==> src/rtl/dma_read_engine_pkg.sv <==
// rtl/dma_read_engine_pkg.sv - shared encodings and constants for the DMA read engine
//
// Purpose: TLP type codes, completion status codes, default tag base, the
// 4 KB request boundary and the engine state encoding.
package dma_read_engine_pkg;

  localparam logic [3:0] RQ_MEM_RD = 4'b0000;
  localparam logic [3:0] RQ_MEM_WR = 4'b0001;

  localparam logic [2:0] CPL_SC  = 3'b000;  // successful completion
  localparam logic [2:0] CPL_UR  = 3'b001;  // unsupported request
  localparam logic [2:0] CPL_CRS = 3'b010;  // config retry status
  localparam logic [2:0] CPL_CA  = 3'b100;  // completer abort

  localparam logic [7:0] TAG_BASE_DEFAULT = 8'h80;

  localparam int BOUNDARY_4K = 4096;

  typedef enum logic [1:0] {
    ST_IDLE,
    ST_ISSUE,
    ST_DRAIN,
    ST_FINISH
  } dma_state_e;

endpackage

==> src/rtl/dma_tag_pool.sv <==
// rtl/dma_tag_pool.sv - outstanding read tag pool with per-tag local offset
//
// Purpose: tracks which tags are free, hands out the lowest free tag and keeps
// the next local DWord address for each outstanding tag.
// Ports:
//   alloc_en/alloc_offset   reserve alloc_tag and store its starting offset
//   any_free/alloc_tag      a tag is available / lowest free tag index
//   rel_en/rel_tag          return a tag to the pool
//   upd_en/upd_tag/upd_offset  overwrite the offset of an outstanding tag
//   rd_tag/rd_offset/rd_busy   lookup port (offset and outstanding flag)
//   all_free                no tag outstanding
module dma_tag_pool
  import dma_read_engine_pkg::*;
#(
  parameter int TAG_BITS = 3,
  parameter int OFF_W    = 14
) (
  input  logic                clk,
  input  logic                rst_n,
  input  logic                alloc_en,
  input  logic [OFF_W-1:0]    alloc_offset,
  output logic                any_free,
  output logic [TAG_BITS-1:0] alloc_tag,
  input  logic                rel_en,
  input  logic [TAG_BITS-1:0] rel_tag,
  input  logic                upd_en,
  input  logic [TAG_BITS-1:0] upd_tag,
  input  logic [OFF_W-1:0]    upd_offset,
  input  logic [TAG_BITS-1:0] rd_tag,
  output logic [OFF_W-1:0]    rd_offset,
  output logic                rd_busy,
  output logic                all_free
);

  localparam int NTAGS = 1 << TAG_BITS;

  logic [NTAGS-1:0] free_q;
  logic [OFF_W-1:0] off_q [NTAGS];

  // Scan from the top so the lowest free index is the one left standing.
  always_comb begin
    alloc_tag = '0;
    for (int i = NTAGS - 1; i >= 0; i--) begin
      if (free_q[i]) alloc_tag = TAG_BITS'(i);
    end
  end

  assign any_free  = |free_q;
  assign all_free  = &free_q;
  assign rd_offset = off_q[rd_tag];
  assign rd_busy   = !free_q[rd_tag];

  // The free vector is registered, so a tag released this cycle only becomes
  // allocatable next cycle.
  always_ff @(posedge clk or negedge rst_n) begin
    if (!rst_n) begin
      free_q <= '1;
      for (int i = 0; i < NTAGS; i++) off_q[i] <= '0;
    end else begin
      if (alloc_en) free_q[alloc_tag] <= 1'b0;
      if (rel_en)   free_q[rel_tag]   <= 1'b1;
      if (upd_en)   off_q[upd_tag]    <= upd_offset;
      if (alloc_en) off_q[alloc_tag]  <= alloc_offset;
    end
  end

endmodule

==> src/rtl/dma_read_engine.sv <==
// rtl/dma_read_engine.sv - host-to-FPGA DMA read initiator (RQ requests, RC payload to local buffer)
//
// Purpose: splits a host buffer into memory read requests (max MAX_RD_DW
// DWords, never crossing 4 KB), tracks tags, and writes completion payload to
// a DWord-addressed local buffer.
// Ports:
//   start/host_addr/len_dw/local_base/requester_id  transfer programming
//   busy/done/error                                 transfer status
//   rq_*                                            request formatter interface
//   rc_*                                            completion parser interface
//   lb_wr_*                                         local buffer write port
module dma_read_engine
  import dma_read_engine_pkg::*;
#(
  parameter int         DATA_WIDTH = 256,
  parameter int         TAG_BITS   = 3,
  parameter logic [7:0] TAG_BASE   = TAG_BASE_DEFAULT,
  parameter int         MAX_RD_DW  = 32,
  parameter int         LEN_W      = 16,
  parameter int         LOCAL_AW   = 14
) (
  input  logic                    clk,
  input  logic                    rst_n,
  input  logic                    start,
  input  logic [63:0]             host_addr,
  input  logic [LEN_W-1:0]        len_dw,
  input  logic [LOCAL_AW-1:0]     local_base,
  input  logic [15:0]             requester_id,
  output logic                    busy,
  output logic                    done,
  output logic                    error,
  input  logic                    rq_ready,
  output logic                    rq_valid,
  output logic [3:0]              rq_type,
  output logic                    rq_sop,
  output logic                    rq_last,
  output logic [63:0]             rq_addr,
  output logic [10:0]             rq_dword_count,
  output logic [7:0]              rq_tag,
  output logic [15:0]             rq_requester_id,
  output logic [2:0]              rq_tc,
  input  logic                    rc_desc_valid,
  input  logic                    rc_data_valid,
  input  logic                    rc_data_sop,
  input  logic                    rc_data_eop,
  input  logic [7:0]              rc_tag,
  input  logic [2:0]              rc_status,
  input  logic [3:0]              rc_error_code,
  input  logic                    rc_request_completed,
  input  logic [DATA_WIDTH-1:0]   rc_payload,
  input  logic [DATA_WIDTH/32-1:0] rc_payload_keep,
  output logic                    lb_wr_en,
  output logic [LOCAL_AW-1:0]     lb_wr_addr,
  output logic [DATA_WIDTH-1:0]   lb_wr_data,
  output logic [DATA_WIDTH/32-1:0] lb_wr_keep
);

  localparam int NDW   = DATA_WIDTH / 32;
  localparam int NTAGS = 1 << TAG_BITS;
  localparam int CW    = LEN_W + 1;

  dma_state_e state_q, state_d;

  logic [63:0]         next_addr_q;
  logic [LEN_W-1:0]    remaining_q;
  logic [LOCAL_AW-1:0] next_off_q;
  logic                error_q;
  logic [15:0]         rid_q;
  logic                rq_valid_q;
  logic [63:0]         rq_addr_q;
  logic [10:0]         rq_cnt_q;
  logic [7:0]          rq_tag_q;

  logic [TAG_BITS-1:0] lat_idx_q;
  logic                drop_q;
  logic                free_lat_q;

  logic                any_free, all_free, rd_busy;
  logic [TAG_BITS-1:0] alloc_tag, cur_idx;
  logic [LOCAL_AW-1:0] rd_offset, pop;

  // ---------------- request chunking ----------------
  logic [CW-1:0] room, chunk;
  logic          load;

  always_comb begin
    room  = CW'(BOUNDARY_4K / 4) - CW'(next_addr_q[11:2]);
    chunk = CW'(MAX_RD_DW);
    if ({1'b0, remaining_q} < chunk) chunk = {1'b0, remaining_q};
    if (room < chunk) chunk = room;
  end

  // ---------------- completion decode ----------------
  logic       desc, in_pool, desc_known, bad_status;
  logic       desc_drop, desc_free, set_err;
  logic       cur_drop, cur_free, wr_beat, rel_en;
  logic [7:0] tag_rel;

  assign desc       = rc_desc_valid && rc_data_valid && rc_data_sop;
  assign tag_rel    = rc_tag - TAG_BASE;
  assign in_pool    = tag_rel < 8'(NTAGS);
  assign cur_idx    = desc ? tag_rel[TAG_BITS-1:0] : lat_idx_q;
  assign desc_known = in_pool && rd_busy;
  assign bad_status = (rc_status != CPL_SC) || (rc_error_code != 4'd0);
  assign desc_drop  = !busy || !desc_known || bad_status;
  // A failed completion still retires its tag so the engine can drain.
  assign desc_free  = desc_known && (bad_status || rc_request_completed);
  assign set_err    = desc && busy && (!desc_known || bad_status);
  assign cur_drop   = desc ? desc_drop : drop_q;
  assign cur_free   = desc ? desc_free : free_lat_q;
  assign wr_beat    = rc_data_valid && !cur_drop;
  assign rel_en     = rc_data_valid && rc_data_eop && cur_free;

  always_comb begin
    pop = '0;
    for (int i = 0; i < NDW; i++) pop = pop + LOCAL_AW'(rc_payload_keep[i]);
  end

  // A request is built into the output register whenever the slot is empty or
  // is being accepted this cycle; the tag is reserved at that point so the
  // presented fields never change while rq_valid waits for rq_ready.
  assign load = (state_q == ST_ISSUE) && !error_q && !set_err &&
                (remaining_q != '0) && any_free && (!rq_valid_q || rq_ready);

  dma_tag_pool #(
    .TAG_BITS (TAG_BITS),
    .OFF_W    (LOCAL_AW)
  ) u_tag_pool (
    .clk          (clk),
    .rst_n        (rst_n),
    .alloc_en     (load),
    .alloc_offset (next_off_q),
    .any_free     (any_free),
    .alloc_tag    (alloc_tag),
    .rel_en       (rel_en),
    .rel_tag      (cur_idx),
    .upd_en       (wr_beat),
    .upd_tag      (cur_idx),
    .upd_offset   (rd_offset + pop),
    .rd_tag       (cur_idx),
    .rd_offset    (rd_offset),
    .rd_busy      (rd_busy),
    .all_free     (all_free)
  );

  // ---------------- FSM ----------------
  always_ff @(posedge clk or negedge rst_n) begin
    if (!rst_n) state_q <= ST_IDLE;
    else        state_q <= state_d;
  end

  always_comb begin
    state_d = state_q;
    busy    = 1'b0;
    done    = 1'b0;
    case (state_q)
      ST_IDLE: begin
        if (start) state_d = (len_dw == '0) ? ST_FINISH : ST_ISSUE;
      end
      ST_ISSUE: begin
        busy = 1'b1;
        if (error_q || remaining_q == '0) state_d = ST_DRAIN;
      end
      ST_DRAIN: begin
        busy = 1'b1;
        if (all_free && !rq_valid_q) state_d = ST_FINISH;
      end
      ST_FINISH: begin
        done    = 1'b1;
        state_d = ST_IDLE;
      end
      default: state_d = ST_IDLE;
    endcase
  end

  // ---------------- datapath ----------------
  always_ff @(posedge clk or negedge rst_n) begin
    if (!rst_n) begin
      next_addr_q <= '0;
      remaining_q <= '0;
      next_off_q  <= '0;
      error_q     <= 1'b0;
      rid_q       <= '0;
      rq_valid_q  <= 1'b0;
      rq_addr_q   <= '0;
      rq_cnt_q    <= '0;
      rq_tag_q    <= '0;
    end else begin
      if (state_q == ST_IDLE && start) begin
        next_addr_q <= host_addr & ~64'h3;
        remaining_q <= len_dw;
        next_off_q  <= local_base;
        error_q     <= 1'b0;
        rid_q       <= requester_id;
      end
      if (set_err) error_q <= 1'b1;
      if (load) begin
        rq_valid_q  <= 1'b1;
        rq_addr_q   <= next_addr_q;
        rq_cnt_q    <= 11'(chunk);
        rq_tag_q    <= TAG_BASE + 8'(alloc_tag);
        next_addr_q <= next_addr_q + (64'(chunk) << 2);
        remaining_q <= remaining_q - LEN_W'(chunk);
        next_off_q  <= next_off_q + LOCAL_AW'(chunk);
      end else if (rq_valid_q && rq_ready) begin
        rq_valid_q <= 1'b0;
      end
    end
  end

  // Per-completion context held from the descriptor beat to eop; between
  // completions stray beats are dropped.
  always_ff @(posedge clk or negedge rst_n) begin
    if (!rst_n) begin
      lat_idx_q  <= '0;
      drop_q     <= 1'b1;
      free_lat_q <= 1'b0;
    end else if (rc_data_valid && rc_data_eop) begin
      drop_q     <= 1'b1;
      free_lat_q <= 1'b0;
    end else if (desc) begin
      lat_idx_q  <= tag_rel[TAG_BITS-1:0];
      drop_q     <= desc_drop;
      free_lat_q <= desc_free;
    end
  end

  always_ff @(posedge clk or negedge rst_n) begin
    if (!rst_n) begin
      lb_wr_en   <= 1'b0;
      lb_wr_addr <= '0;
      lb_wr_data <= '0;
      lb_wr_keep <= '0;
    end else begin
      lb_wr_en <= wr_beat;
      if (wr_beat) begin
        lb_wr_addr <= rd_offset;
        lb_wr_data <= rc_payload;
        lb_wr_keep <= rc_payload_keep;
      end
    end
  end

  assign error           = error_q;
  assign rq_valid        = rq_valid_q;
  assign rq_type         = RQ_MEM_RD;
  assign rq_sop          = rq_valid_q;
  assign rq_last         = rq_valid_q;
  assign rq_addr         = rq_addr_q;
  assign rq_dword_count  = rq_cnt_q;
  assign rq_tag          = rq_tag_q;
  assign rq_requester_id = rid_q;
  assign rq_tc           = 3'b000;

endmodule

==> config.mk <==
export PLATFORM = sky130hd
export DESIGN_NAME = dma_read_engine
export DESIGN_NICKNAME = d
export VERILOG_FILES = /design/src/rtl/dma_read_engine_pkg.sv /design/src/rtl/dma_tag_pool.sv /design/src/rtl/dma_read_engine.sv
export SDC_FILE = /design/constraint.sdc
export NUM_CORES = 1
export LEC_CHECK = 0
export ABC_CLOCK_PERIOD_IN_PS = 16160
export CAP_MARGIN = 0
export CELL_PAD_IN_SITES_DETAIL_PLACEMENT = 0
export CELL_PAD_IN_SITES_GLOBAL_PLACEMENT = 1
export CORE_AREA = 3 3 306 308
export DETAILED_ROUTE_END_ITERATION = 8
export DIE_AREA = 0 0 309 311
export PLACE_DENSITY_LB_ADDON = 0.1
export SKIP_LAST_GASP = 1
export SYNTH_ARGS = -nofsm -noshare
export SYNTH_HDL_FRONTEND = slang
export SYNTH_SLANG_ARGS = --single-unit
export TNS_END_PERCENT = 10
==> constraint.sdc <==
create_clock -name clk -period 16.16 [get_ports clk]
set_input_delay 1.616 -clock clk [delete_from_list [all_inputs] [get_ports clk]]
set_output_delay 1.616 -clock clk [all_outputs]
set_load 0.005 [all_outputs]
### Yosys cells after proc, flatten, opt, wreduce, memory -nomap -nowiden

Cells that the tools add are included.

* equality and inequality tests: 6
* mux-type cells: 51
* add/sub/neg operators: 14
* bitwise gates (word level): 5
* reductions and logical operators: 48
* order comparisons: 11
* divide/modulo/power cells: 0
* shift operators: 0
* multiply operators: 0

Operator list (number)
* $bwmux 112: 2
* $mux 112: 2
* $mux 64: 2
* $demux 14 s3: 2
* $mux 14: 6
* $add 64x19->64: 1
* $mux 16: 3
* $bmux 14 s3: 1
* $logic_not 16->1: 2
* $mux 3: 9
* $logic_and 1x1->1: 21
* $lt 17x17->1: 1
* $mux 17: 1
* $lt 16x6->1 const B: 1
* $mux 8: 2
* $reduce_bool 16->1: 1
* $sub 16x16->16: 1
* $add 14x14->14: 1
* $add 14x8->14: 1
* $mux 1: 13
* $sub 11x10->12 const A: 1
* $add 7x1->8: 1
* $add 8x3->8 const A: 1
* $and 8x8->8: 1
* 33 further kinds: 58

* input port bits: 398
* bits in latches: 0
* memory bits (read-only): 0
* memories: 0
* word-level logic and storage cells: 161
* flip-flop bits (word level): 601
* memory bits (writable): 0
* output and inout port bits: 391

### Logic depth before layout (Yosys ltp)

* depth after elaboration: 18
* mapped depth: 28
* depth with buffers taken out: 26

### Hierarchy

A second synthesis with hierarchy kept.

* cells, all modules: 3043
* area total of the unflattened synthesis: 29224.3 µm²

Modules (own cells, without submodules)
* dma_read_engine: times used 1, cells an instance 2519, seq. area each 11837.6 µm², area an instance 22307.6 µm²
* dma_tag_pool: times used 1, cells an instance 524, seq. area each 3012.9 µm², area an instance 6916.6 µm²

### Worst setup path after synthesis

No wires, ideal clock.

* kind: input -> register
* from: input rc_data_sop
* to: register u_tag_pool.off_q[38] (netlist name)
* arrival: 5961 ps
* stages: 20
* library setup time: 126 ps
* slack: 10073 ps
* required time: 16034 ps
* path buffers: 2
* cells stage by stage: nand3_2 buf_6 mux2i_1 buf_2 a222oi_1 nand3_1 a21oi_1 fa_1 fa_1 inv_1 fa_1 fa_1 a21o_1 a21oi_1 inv_1 o211ai_1 or2_1 nor2_2 xor2_2 a221o_1

* longest elaborated chain between the ends: 15
* elaborated cells between the ends (all ways): 34
* those cells by class: 1 x add/sub; 2 x order compare; 13 x mux; 1 x bitwise; 17 x reduce/logical

RTL lines
* start: declaration: line dma_read_engine.sv:44 `input logic rc_data_sop,`
* $logic_and 1x1->1 (*): line dma_read_engine.sv:99 `assign desc = rc_desc_valid && rc_data_valid && rc_data_sop;`
* parallel branches: the longest is 13 deep, another holds $add 14x8->14
* $mux 112 (*): line dma_tag_pool.sv:63 `if (alloc_en) off_q[alloc_tag] <= alloc_offset;`
* end signal: indexed assignment: line dma_tag_pool.sv:62 `if (upd_en) off_q[upd_tag] <= upd_offset;`
* end signal: indexed assignment: line dma_tag_pool.sv:63
* end: declaration: line dma_tag_pool.sv:38 `logic [OFF_W-1:0] off_q [NTAGS];`

Every way passes the cells marked *. The select of a mux whose other input is x is not followed.
A chain may end at the register's enable or synchronous reset.

### Worst setup path after layout

* from: register remaining_q[13]
* to: register next_addr_q[27]

* longest elaborated chain between the ends: 6
* elaborated cells between the ends (all ways): 11
* those cells by class: 1 x add/sub; 2 x order compare; 3 x mux; 5 x reduce/logical

RTL lines
* start: declaration: line dma_read_engine.sv:65 `logic [LEN_W-1:0] remaining_q;`
* start signal: assignment: line dma_read_engine.sv:191 `remaining_q <= len_dw;`
* start signal: assignment: line dma_read_engine.sv:203 `remaining_q <= remaining_q - LEN_W'(chunk);`
* $lt 16x6->1: line dma_read_engine.sv:89 `if ({1'b0, remaining_q} < chunk) chunk = {1'b0, remaining_q};`
* $mux 16 (*): line dma_read_engine.sv:89
* $lt 17x17->1: line dma_read_engine.sv:90 `if (room < chunk) chunk = room;`
* $mux 17 (*): line dma_read_engine.sv:90
* named net chunk[1]: line dma_read_engine.sv:83 `logic [CW-1:0] room, chunk;`
* $add 64x19->64 (*): line dma_read_engine.sv:202 `next_addr_q <= next_addr_q + (64'(chunk) << 2);`
* $mux 64 (*): line dma_read_engine.sv:197 `if (load) begin`
* end signal: assignment: line dma_read_engine.sv:190 `next_addr_q <= host_addr & ~64'h3;`
* end signal: assignment: line dma_read_engine.sv:202
* end: declaration: line dma_read_engine.sv:64 `logic [63:0] next_addr_q;`

The timed path passes the listed nets; every way through them passes the cells marked *.

==> metrics.md <==
| Metric | Value |
|---|---|
| Final hold vios | `0` |
| Mean Syn Cell Area | `10.79 µm²` |
| Max Cap Viol | `0` |
| Arrival @ worst endpoint | `7.94 ns` |
| Initial antenna violation count | `42` |
| Status | `completed` |
| Fill cell count | `8600` |
| Reg2reg start | `remaining_q[13]$_DFFE_PN0P_` |
| Htree depth | `3` |
| Vias in the first global route | `25200` |
| CP Max Fanout | `11` |
| Core area | `91390 µm²` |
| Gate Count Post-Synth | `2721` |
| Seq cells post-synth | `593` |
| Overflow after GRT | `0` |
| Met2 wire length | `57.77 mm` |
| P per Cell Area | `158.4 nW/µm²` |
| CP Data Required Time | `16.65 ns` |
| Hpwl dp | `91.82 mm` |
| Leakage | `17.30 nW` |
| CP Capture Type | `register` |
| DIE AREA | `96100 µm²` |
| CTS Root Cell | `clkbuf_16` |
| Die Y | `311 µm` |
| DRT met1 WL | `48.05 mm` |
| Clock transition at path regs | `0.06 ns` |
| Setup WS post-layout | `8.711 ns` |
| WS Path Type | `reg -> reg` |
| Share of flip-flops with an asynchronous set or reset | `100.0%` |
| Primary FF master, synth | `dfrtp_1` |
| Hold Crit Class | `reg -> reg` |
| Cell Area, Synth | `29360 µm²` |
| Largest net degree at the start of global routing | `86` |
| # resized after CTS | `0` |
| # Post-CTS Setup Buffers | `0` |
| Layout Cells excl Fill | `4722` |
| Post-Place Worst Slack | `8.328 ns` |
| Placed cells | `4564` |
| Setup TNS | `0 ns` |
| DR vias | `24300` |
| Final wirelength | `122.5 mm` |
| Count of final setup violators | `0` |
| Synth warn | `0` |
| Placer Congestion | `0.8768` |
| Maximum clock path buffer count | `3` |
| Area grow syn2layout | `38.19%` |
| Seq. cell area | `14850 µm²` |
| Seq/Total Area, Yosys | `50.59%` |
| Initial drt markers | `1741` |
| Vias/cell | `5.147` |
| RSZ-0062 raised after global routing | `false` |
| Global-route wire length before repair | `178.0 mm` |
| Number of cell rows | `111` |
| Multi-input logic area | `13520 µm²` |
| Number of clock sinks | `593` |
| TritonCTS buffer count | `74` |
| Total power | `6.425 mW` |
| Element type at the critical path start | `register` |
| Max Used Layer | `met5` |
| Per-cell routed wire length | `25.95 µm` |
| Crit path time final | `7.449 ns` |
| Worst clock skew | `0.03428 ns` |
| Metal3 WL | `11.13 mm` |
| CTS tree | `done` |
| Number of remaining DRC errors | `0` |
| TritonRoute pass-1 iters | `5` |
| # IOs | `789` |
| Worst VDD drop | `0.08361 mV` |
| Relative slew slack | `11.43%` |
| Layout cells sized above 1 | `14.64%` |
| GRT Total Usage | `24.94%` |
| Hold-fix buffers, CTS | `0` |
| Fin crit share | `46.10%` |
| Slew @ Worst Pin | `1.316 ns` |
| Die width | `309 µm` |
| Clock latency on the worst-skew pair | `0.64 ns` |
| Count of pins over their slew limit | `0` |
| Initial Utilization | `32.12%` |
| Achievable Freq | `0.1342 GHz` |
| EDFF count, synth | `0` |
| Port Buffers | `773` |
| Detail Route Antenna Nets | `0` |
| Yosys cell types | `100` |
| Crit path launch | `remaining_q[13]$_DFFE_PN0P_` |
| Hold path start | `rq_tag[7]$_DFFE_PN0P_` |
| Fin nets | `3923` |
## placed cells by master (no fill, tap or decap), types with 14 or more instances in the layout
cell type          n
buf_4             38
nand3_1           40
a211oi_1          34
dfrtp_1          584
o211ai_1          21
and2_1            20
inv_1             60
xnor2_1           32
a21oi_1          106
a22oi_1           16
nand4_1           15
nor4_1            21
conb_1            26
a21o_1            19
a221o_1           21
mux2i_1          126
nand2b_1          20
clkbuf_16         75
nor3_1            28
nor2_1           140
mux2_2           298
and3_1            39
ha_1              63
clkdlybuf4s50_1  772
clkbuf_8          21
o21ai_1           18
clkbuf_1          26
nand4b_1          14
diode_2           24
o21ai_0          153
nand2_1          406
## report_power, final
part | total, mW | internal (mW) | switching (mW)
Combinational | 2.51 | 1.24 | 1.27
Clock | 1.65 | 0.973 | 0.682
Sequential | 2.26 | 1.89 | 0.373
Total | 6.42 | 4.10 | 2.32
## final cells by class
type | instances | area share, %
tap | 1186 | 3.658
clock inverter | 12 | 0.3423
clock buffer | 122 | 5.579
sequential | 593 | 36.61
inverter | 60 | 0.5551
timing repair buffer | 811 | 19.79
antenna | 24 | 0.1480
multi-input combinational | 1914 | 33.32
## worst paths after layout
check                                              end  slack [ns]  cells after the start
setup / recovery           next_addr_q[27]$_DFFE_PN0P_        8.71                     23
hold / removal                   rq_tag[7]$_DFFE_PN0P_        0.47                      1
setup reg to reg           next_addr_q[27]$_DFFE_PN0P_        8.71                     23
hold reg to reg                  rq_tag[7]$_DFFE_PN0P_        0.47                      1
max in group asynchronous  lb_wr_data[161]$_DFFE_PN0P_       11.46                      5
min in group asynchronous    lb_wr_addr[8]$_DFFE_PN0P_        1.01                      1
## cell usage after synthesis (13+ instances only)
master	n	share of area (%)
nor4_1	21	0.45
ha_1	63	2.7
nor2b_1	13	0.28
nand2_1	407	5.2
o211ai_1	21	0.54
nand3_1	41	0.70
nand2b_1	20	0.43
mux2_2	298	11
a21oi_1	106	1.8
clkbuf_1	53	0.68
and3_1	39	0.83
dfrtp_1	584	50
a22oi_1	16	0.41
o21ai_1	18	0.31
o21ai_0	153	2.6
a211oi_1	34	0.87
and2_1	20	0.43
xnor2_1	32	0.95
buf_4	19	0.49
buf_2	89	1.5
a221o_1	21	0.72
nor3_1	30	0.51
mux2i_1	130	4.4
nand4_1	15	0.32
or3_1	13	0.28
nor2_1	140	1.8
nand4b_1	14	0.42
a21o_1	19	0.49
inv_1	60	0.77
## per-stage QoR
stage                     util (%)  hold WS, ns  instance area [µm²]
after floorplan                  -       0.4455                29450
after global placement       41.70       0.4585                38110
after detailed placement     41.70       0.4521                38110
after CTS                    44.33       0.4696                40510
after global routing         44.33       0.4847                40510
final                        44.39       0.4670                40570
## layer usage
metal	vias to the layer above	global-route usage, %
li1	11150	-
met1	12080	29.35
met2	833	41.30
met3	200	8.726
met4	38	10.29
met5	-	0
## registers in the layout, summed over array words and instances, names as in the netlist, 2 cells and up
name / flops
remaining_q: 16
rq_requester_id: 16
state_q: 2
lb_wr_keep: 8
rq_addr: 62
lat_idx_q: 3
rq_tag: 4
next_addr_q: 62
rq_dword_count: 11
u_tag_pool.off_q: 112
lb_wr_addr: 14
u_tag_pool.free_q: 8
lb_wr_data: 256
next_off_q: 14
## cells by family (layout without fill, tap and decap cells)
logic type / count (synthesis) / in the layout / synth area share (%)
flip-flops: 593 / 593 / 50.59
adder cells (fa/ha/maj): 71 / 71 / 3.231
XOR/XNOR: 46 / 46 / 1.424
buffers and inverters: 238 / 1005 / 3.870
AND/OR/NAND/NOR: 827 / 827 / 13.26
AO/OA/AOI/OAI: 513 / 513 / 11.56
other: 2 / 50 / 0.02558
multiplexers: 431 / 431 / 16.04
## worst max-delay path, stage by stage (launching register included)
cell      delay, ns
dfrtp_1        0.39
nor4_1         0.35
nand3_1        0.35
inv_1          0.29
and2_1         0.18
inv_1          0.05
ha_1           0.29
a21oi_1        0.15
nor2b_1        0.06
o31a_1         0.23
nor2_1         0.11
o21ai_0        0.10
a21oi_1        0.83
mux2i_1        0.72
inv_1          0.32
ha_1           0.37
a211oi_1       0.32
o21ai_0        0.20
nand3_1        0.14
a21oi_1        0.12
o21bai_1       0.82
nor2_1         0.43
a311oi_1       0.38
nor2_1         0.09
Power figures use the tool's default switching activity.
